**src/rtl/mux4_pkg.sv**
```systemverilog
// Shared definitions for the round-robin mux4 controller: state encoding,
// requester count and a one-hot helper.
package mux4_pkg;
    localparam int N_REQ = 4;
    localparam int SEL_W = 2;

    typedef enum logic {
        IDLE  = 1'b0,
        GRANT = 1'b1
    } state_t;

    function automatic logic [N_REQ-1:0] onehot(input logic [SEL_W-1:0] idx);
        logic [N_REQ-1:0] v;
        v      = '0;
        v[idx] = 1'b1;
        return v;
    endfunction
endpackage

```
**src/rtl/mux4.sv**
```systemverilog
// Existing 4:1 single-bit datapath mux; s selects which a[] bit reaches y.
module mux4 (
    input  logic [3:0] a,
    input  logic [1:0] s,
    output logic       y
);
    assign y = a[s];
endmodule

```
**src/rtl/rr_pick4.sv**
```systemverilog
// Combinational round-robin pick: the first requester after `last` (mod 4)
// with req high wins; `last` itself has the lowest priority.
module rr_pick4
    import mux4_pkg::*;
(
    input  logic [N_REQ-1:0] req,
    input  logic [SEL_W-1:0] last,
    output logic             any,
    output logic [SEL_W-1:0] win
);
    logic [N_REQ-1:0] rot;
    logic [SEL_W-1:0] off;

    // rot[0] is the requester immediately after last, rot[3] is last itself
    for (genvar gi = 0; gi < N_REQ; gi++) begin : g_rot
        assign rot[gi] = req[SEL_W'(last + SEL_W'(gi + 1))];
    end

    always_comb begin
        off = '0;
        casez (rot)
            4'b???1: off = 2'd0;
            4'b??10: off = 2'd1;
            4'b?100: off = 2'd2;
            4'b1000: off = 2'd3;
            default: off = 2'd0;
        endcase
    end

    assign any = |req;
    assign win = SEL_W'(last + off + 2'd1);
endmodule

```
**src/rtl/mux4_rr_arbiter.sv**
```systemverilog
// Round-robin owner of the shared mux4: grants one requester for up to HOLD
// beats, drives the mux select and registers the selected bit with a valid flag.
module mux4_rr_arbiter
    import mux4_pkg::*;
#(
    parameter int HOLD  = 4,
    parameter int CNT_W = 4
) (
    input  logic             clk,
    input  logic             rst_n,
    input  logic [N_REQ-1:0] req,
    input  logic [N_REQ-1:0] a,
    output logic [N_REQ-1:0] gnt,
    output logic [SEL_W-1:0] sel,
    output logic             y,
    output logic             y_valid,
    output logic             busy
);
    localparam logic [CNT_W-1:0] LAST_BEAT = CNT_W'(HOLD - 1);

    state_t           state_q, state_d;
    logic [N_REQ-1:0] gnt_q, gnt_d;
    logic [SEL_W-1:0] sel_q, sel_d;
    logic [SEL_W-1:0] last_q, last_d;
    logic [CNT_W-1:0] cnt_q, cnt_d;
    logic             y_q, y_d;
    logic             y_valid_q, y_valid_d;

    logic             pick_any;
    logic [SEL_W-1:0] pick_win;
    logic             mux_y;
    logic             rearb;

    rr_pick4 u_pick (
        .req  (req),
        .last (last_q),
        .any  (pick_any),
        .win  (pick_win)
    );

    mux4 u_mux (
        .a (a),
        .s (sel_q),
        .y (mux_y)
    );

    always_comb begin
        state_d   = state_q;
        gnt_d     = gnt_q;
        sel_d     = sel_q;
        last_d    = last_q;
        cnt_d     = cnt_q;
        y_d       = y_q;
        y_valid_d = 1'b0;
        rearb     = 1'b0;

        if (state_q == IDLE) begin
            rearb = 1'b1;
        end else if (req[sel_q]) begin
            y_d       = mux_y;
            y_valid_d = 1'b1;
            if (cnt_q == LAST_BEAT) begin
                rearb = 1'b1;
            end else begin
                cnt_d = cnt_q + 1'b1;
            end
        end else begin
            rearb = 1'b1;
        end

        // While granted last_q equals sel_q, so the releasing requester ends up last in line
        if (rearb) begin
            if (pick_any) begin
                state_d = GRANT;
                gnt_d   = onehot(pick_win);
                sel_d   = pick_win;
                last_d  = pick_win;
                cnt_d   = '0;
            end else begin
                state_d = IDLE;
                gnt_d   = '0;
            end
        end
    end

    always_ff @(posedge clk or negedge rst_n) begin
        if (!rst_n) begin
            state_q   <= IDLE;
            gnt_q     <= '0;
            sel_q     <= '0;
            last_q    <= 2'd3;
            cnt_q     <= '0;
            y_q       <= 1'b0;
            y_valid_q <= 1'b0;
        end else begin
            state_q   <= state_d;
            gnt_q     <= gnt_d;
            sel_q     <= sel_d;
            last_q    <= last_d;
            cnt_q     <= cnt_d;
            y_q       <= y_d;
            y_valid_q <= y_valid_d;
        end
    end

    assign gnt     = gnt_q;
    assign sel     = sel_q;
    assign y       = y_q;
    assign y_valid = y_valid_q;
    assign busy    = (state_q == GRANT);
endmodule

```
**config.mk**
```make
export PLATFORM = sky130hd
export DESIGN_NAME = mux4_rr_arbiter
export DESIGN_NICKNAME = d
export VERILOG_FILES = /design/src/rtl/mux4_pkg.sv /design/src/rtl/mux4.sv /design/src/rtl/rr_pick4.sv /design/src/rtl/mux4_rr_arbiter.sv
export SDC_FILE = /design/constraint.sdc
export NUM_CORES = 1
export LEC_CHECK = 0
export BUFFER_PORTS_ARGS = -buffer_cell sky130_fd_sc_hd__clkbuf_2
export CAP_MARGIN = 20
export CORE_MARGIN = 1
export CORE_UTILIZATION = 47
export CTS_CLUSTER_SIZE = 40
export DETAILED_ROUTE_END_ITERATION = 6
export GPL_TIMING_DRIVEN = 0
export HOLD_SLACK_MARGIN = 0.1
export PLACE_DENSITY = 0.73
export SLEW_MARGIN = 20
export SYNTH_ARGS = -nofsm -noshare
export SYNTH_HDL_FRONTEND = slang
export SYNTH_SLANG_ARGS = --single-unit
```
**constraint.sdc**
```tcl
create_clock -name clk -period 2.1 [get_ports clk]
set_input_delay 0.21 -clock clk [delete_from_list [all_inputs] [get_ports clk]]
set_output_delay 0.21 -clock clk [all_outputs]
set_load 0.05 [all_outputs]
```
* Word level (Yosys, flattened, before mapping)
Cells that the tools add are included.
** Operators by class
- $add $sub $neg :: 6
- $lt $le $gt $ge :: 7
- Equality and inequality tests :: 4
- Muxes and demuxes :: 27
- Reduce and logical (&&, ||, !) cells :: 4
** Operators by type and width (count)
- 2-to-1 mux 4 bit :: 6
- < comparator 2 x 3 -> 1 bit (second input constant) :: 6
- 2-to-1 mux 1 bit :: 13
- binary-select mux 1 bit (select 2 bit) :: 6
- one-hot mux 2 bit (3 select lines) :: 1
- adder 2 x 1 -> 2 bit (second input constant) :: 2
- adder 2 bit (second input constant) :: 2
- adder 4 x 1 -> 4 bit (second input constant) :: 1
- equality test 4 x 2 -> 1 bit (second input constant) :: 1
- equality test 4 bit (second input constant) :: 1
- AND reduction 2 bit :: 2
- OR reduction 4 bit :: 1
- equality test 3 bit (second input constant) :: 1
- adder 2 bit :: 1
- demux 1 bit (select 2 bit) :: 1
- equality test 2 bit (second input constant) :: 1
- greater-or-equal comparator 2 x 1 -> 1 bit (second input constant) :: 1
- logical AND 1 bit :: 1
** Storage, ports and cells
- Bits in registers :: 15
- Input bits :: 10
- Output and inout port bits :: 9

* Longest topological paths before layout
- Word-level depth :: 12
- Depth in mapped cells :: 10
- Mapped depth without buffers :: 9

* Hierarchy
A second synthesis with hierarchy kept.
** Unflattened totals
- Cell total of the unflattened synthesis :: 86
- Area total of the unflattened synthesis :: 938.4 um^2
** By module, submodules not included
- mux4_rr_arbiter :: instances 1, cells an instance 55, area an instance 721.9 um^2, seq. area each 377.9 um^2
- rr_pick4 :: instances 1, cells an instance 30, area an instance 193.9 um^2, seq. area each 0.0 um^2
- mux4 :: instances 1, cells an instance 1, area an instance 22.5 um^2, seq. area each 0.0 um^2

* Least setup slack after synthesis
No wires, ideal clock.
- Path type :: register -> register
- Start :: register last_q[0]
- End :: register gnt_q[2] (netlist: gnt[2])
- Library setup time :: 0.135 ns
- Arrival time :: 2.001 ns
- Slack :: -0.036 ns
- Cell stages (with the launch flop) :: 11
- Buffers on the path :: 1
- Clock period less this slack :: 2.136 ns
- Cell sequence :: dfstp_2 > buf_2 > inv_1 > nor3b_1 > a21oi_1 > o21ai_0 > a21oi_1 > ha_1 > xnor2_1 > nor3_1 > o31ai_1
** Between the ends
- Cells in the longest elaborated chain, start to end :: 12
- Elaborated cells on any way between the ends :: 23
** RTL lines
- start: declaration :: line mux4_rr_arbiter.sv:24 : logic [SEL_W-1:0] last_q, last_d;
- start signal: assignment :: line mux4_rr_arbiter.sv:99 : last_q <= last_d;
- adder 2 x 1 -> 2 bit or adder 2 bit (tied branches) :: line rr_pick4.sv:16 : assign rot[gi] = req[SEL_W'(last + SEL_W'(gi + 1))];
- binary-select mux 1 bit (select 2 bit) :: line rr_pick4.sv:16
- 2-to-1 mux 1 bit (not written as such) :: line rr_pick4.sv:16
- equality test 4 bit, or another cell as far along :: line rr_pick4.sv:21 : casez (rot)
- one-hot mux 2 bit (3 select lines) :: line rr_pick4.sv:21
- adder 2 bit * :: line rr_pick4.sv:31 : assign win = SEL_W'(last + off + 2'd1);
- adder 2 x 1 -> 2 bit * :: line rr_pick4.sv:31
- < comparator 2 x 3 -> 1 bit (not written as such) or greater-or-equal comparator 2 x 1 -> 1 bit (tied branches) :: line mux4_pkg.sv:15 : v[idx] = 1'b1;
- logical AND 1 bit (not written as such) :: line mux4_pkg.sv:15
- 2-to-1 mux 1 bit (not written as such) :: line mux4_pkg.sv:15
- demux 1 bit (select 2 bit) * :: line mux4_pkg.sv:15
- 2-to-1 mux 4 bit * :: line mux4_rr_arbiter.sv:73 : if (pick_any) begin
- end signal: assignment :: line mux4_rr_arbiter.sv:97 : gnt_q <= gnt_d;
- end: declaration :: line mux4_rr_arbiter.sv:22 : logic [N_REQ-1:0] gnt_q, gnt_d;
Every way passes the cells marked *; elsewhere a longest branch is shown, timed or not. The select of a mux whose other input is x is not followed.
A chain may end at the register's enable or synchronous reset.

* Final worst setup path
- Start :: register last_q[0]
- End :: register sel_q[1] (netlist: sel[1])
** Between the ends
- Cells in the longest elaborated chain, start to end :: 7
- Elaborated cells on any way between the ends :: 17
** RTL lines
- adder 2 x 1 -> 2 bit or adder 2 bit (tied branches) :: line rr_pick4.sv:16
- binary-select mux 1 bit (select 2 bit) :: line rr_pick4.sv:16
- 2-to-1 mux 1 bit (not written as such) :: line rr_pick4.sv:16
- equality test 4 bit, or another cell as far along :: line rr_pick4.sv:21
- one-hot mux 2 bit (3 select lines) :: line rr_pick4.sv:21
- adder 2 bit * :: line rr_pick4.sv:31
- adder 2 x 1 -> 2 bit * :: line rr_pick4.sv:31
- end signal: assignment :: line mux4_rr_arbiter.sv:98 : sel_q <= sel_d;
- end: declaration :: line mux4_rr_arbiter.sv:23 : logic [SEL_W-1:0] sel_q, sel_d;
Marks and branches as above.

==> impl_metrics.env <==
export IMPL_clock_path_buffers=2
export IMPL_total_power_mw=2.26
export IMPL_placed_cell_area_um2=1040
export IMPL_path_class="flop to flop"
export IMPL_synth_area_um2=925
export IMPL_cts_tree="yes"
export IMPL_final_area_um2=1270
export IMPL_htree_levels=1
export IMPL_cp_start_kind="flop"
export IMPL_finalWorstSetupSlack_ns=-0.0660
export IMPL_postSynthCellCount=92
export IMPL_port_buffers=15
export IMPL_hold_viol_final=0
export IMPL_grt_max_degree=16
export IMPL_synthArstFlopShare=1.00
export IMPL_synth_ff_type="dfrtp_1"
export IMPL_pre_cts_slack_ns=-0.169
export IMPL_grt_overflow_total=0
export IMPL_wirelength_mm=2.30
export IMPL_antenna_cells=0
export IMPL_final_util=0.714
export IMPL_vias=849
export IMPL_viasPerCell=6.02
export IMPL_fmax_mhz=462
export IMPL_dieArea_um2=2150
export IMPL_tns_ns=-0.151
export IMPL_cp_max_fo=5
export IMPL_clock_sinks=15
export IMPL_antenna_found_initial=0
export IMPL_core_um2=1780
export IMPL_track_usage=0.223
export IMPL_die_w_um=46.4
export IMPL_first_pass_iters=4
export IMPL_clk_pin_slew_ns=0.09
export IMPL_max_vdd_ir_drop_v=0.00107
export IMPL_worstPathArrival_ns=2.36
export IMPL_final_cells=141
export IMPL_fin_crit_sh=1.03
export IMPL_io_pins=19
export IMPL_ys_types=40
export IMPL_ys_seq_area_frac=0.409
export IMPL_gp_congestion=0.778
export IMPL_finalSetupViolations=5
export IMPL_synth_edf_count=0
export IMPL_drive_gt1_frac=0.466
export IMPL_hpwl_mm=1.33
export IMPL_grt_pass1_wl_mm=3.28
export IMPL_cts_buffers=3
export IMPL_placed_cells=132
export IMPL_drtIter0Drc=26
export IMPL_drc=0
export IMPL_finalNetCount=130
export IMPL_max_slew_margin=0.323
export IMPL_final_common_cell="clkbuf_2"
export IMPL_holdWs_ns=0.236
export IMPL_reg2reg_depth=9
export IMPL_power_density_nw_per_um2=1770
export IMPL_fin_skew_ns=0.00386
export IMPL_routedWlPerCell_um=16.3
export IMPL_syn_nets=105
export IMPL_ctsRootBufferMaster="clkbuf_4"
export IMPL_cap_viol_max_count=0
export IMPL_status="finished with violations"
export IMPL_fp_dieH_um=46.4
export IMPL_grt_pass1_vias=740
export IMPL_hold_depth=3
export IMPL_report_final_slew_viol_count=0
export IMPL_cp_required_ns=2.29
export IMPL_clk_latency_ns=0.29
export IMPL_p_leak_nw=0.518
export IMPL_ys_ff_latch=15
export IMPL_period_minus_slack_ns=2.17
export IMPL_worst_pin_slew_ns=1.01
export IMPL_end_kind="flop"
export IMPL_drtAntennaViolNets=0
export IMPL_final_cell_mix="clkbuf_2 (15), dfrtp_1 (13), nand2_1 (8)"
export IMPL_initial_utilization=0.519
export IMPL_rows=15
export IMPL_violations="negative setup slack"
export IMPL_hold_class="input pin to flop"
export IMPL_yosysWarnings=0
export IMPL_syn_avg_cell_area_um2=10.1
export IMPL_area_delta_synth_final_pct=37.6
export IMPL_rsz0062_at_grt="yes"
[timing repair]
| item | in CTS | in global routing |
|---|---|---|
| hold endpoints to repair | 13 | 0 |
| hold buffers | 1 | 0 |
| pin swaps | 1 | 6 |
| setup endpoints to repair | 6 | 6 |
| buffers inserted | 3 | 4 |
| gates resized for setup | 8 | 17 |
[critical path, stage by stage (launching register included)]
cell and delay (ns):
dfstp_2 0.62, buf_6 0.12, nor2_2 0.03, a21oi_1 0.13
o21ai_1 0.10, a21oi_2 0.21, ha_4 0.24, xor2_4 0.21
a21oi_4 0.09, o41ai_4 0.31
[flip-flops by register name, summed over array words and instances (netlist names)]
| register | cells |
|---|---|
| busy | 1 |
| gnt | 4 |
| y_valid | 1 |
| last_q | 2 |
| y | 1 |
| sel | 2 |
| cnt_q | 4 |
[final cells by class]
| type | instances | area, µm² |
|---|---|---|
| Inverter | 3 | 13.8 |
| Buffer | 5 | 42.5 |
| Tap cell | 25 | 31.3 |
| Fill cell | 125 | 510 |
| Multi-Input combinational cell | 67 | 633 |
| Clock buffer | 3 | 22.5 |
| Timing Repair Buffer | 22 | 146 |
| Sequential cell | 15 | 378 |
| Clock inverter | 1 | 5.00 |
[logic make-up after synthesis]
kind of cell,Yosys count,synth area share
DFF,15,0.409
and+or+nand+nor,33,0.184
buffers and inverters,10,0.0677
adders and majority gates,3,0.0406
AOI/OAI and AO/OA,24,0.198
xor gates and xnor gates,3,0.0284
muxes,4,0.0731
[cell usage after synthesis (all sizes together) (2+ instances only)]
library cell	n	area, µm²
o21a	2	15.0
clkbuf	2	7.51
nor2	9	36.3
o41ai	2	17.5
inv	3	11.3
o21ai	3	15.0
xor2	2	17.5
dfrtp	13	325
a21oi	6	33.8
mux2	2	22.5
nand2	8	30.0
mux4	2	45.0
o31ai	4	30.0
buf	5	43.8
or3	2	12.5
dfstp	2	52.6
nor3	4	20.0
nor4	2	18.8
ha	3	37.5
[worst paths after layout]
path                           start        end  slack (ns)
setup / recovery           last_q[0]     sel[1]       -0.07
hold / removal                req[3]       busy        0.24
setup reg to reg           last_q[0]     sel[1]       -0.07
hold reg to reg                    y          y        0.50
max in group asynchronous      rst_n  last_q[1]        1.43
min in group asynchronous      rst_n     sel[0]        0.36
[metal layers]
layer  GRT usage  part of all wire  vias up
met5           0                 0        -
met4      0.0882             0.015        0
met3      0.0471             0.044        5
met2       0.350              0.52       29
met1       0.296              0.42      426
li1            -                 -      389
[report_power, final]
part | leakage (nW) | internal (mW) | switching [mW] | total [mW]
sequential | 0.183 | 0.419 | 0.142 | 0.560
clock | 0.0177 | 0.0710 | 0.0997 | 0.171
combinational | 0.318 | 0.670 | 0.855 | 1.52
(Power assumes the default switching activity.)
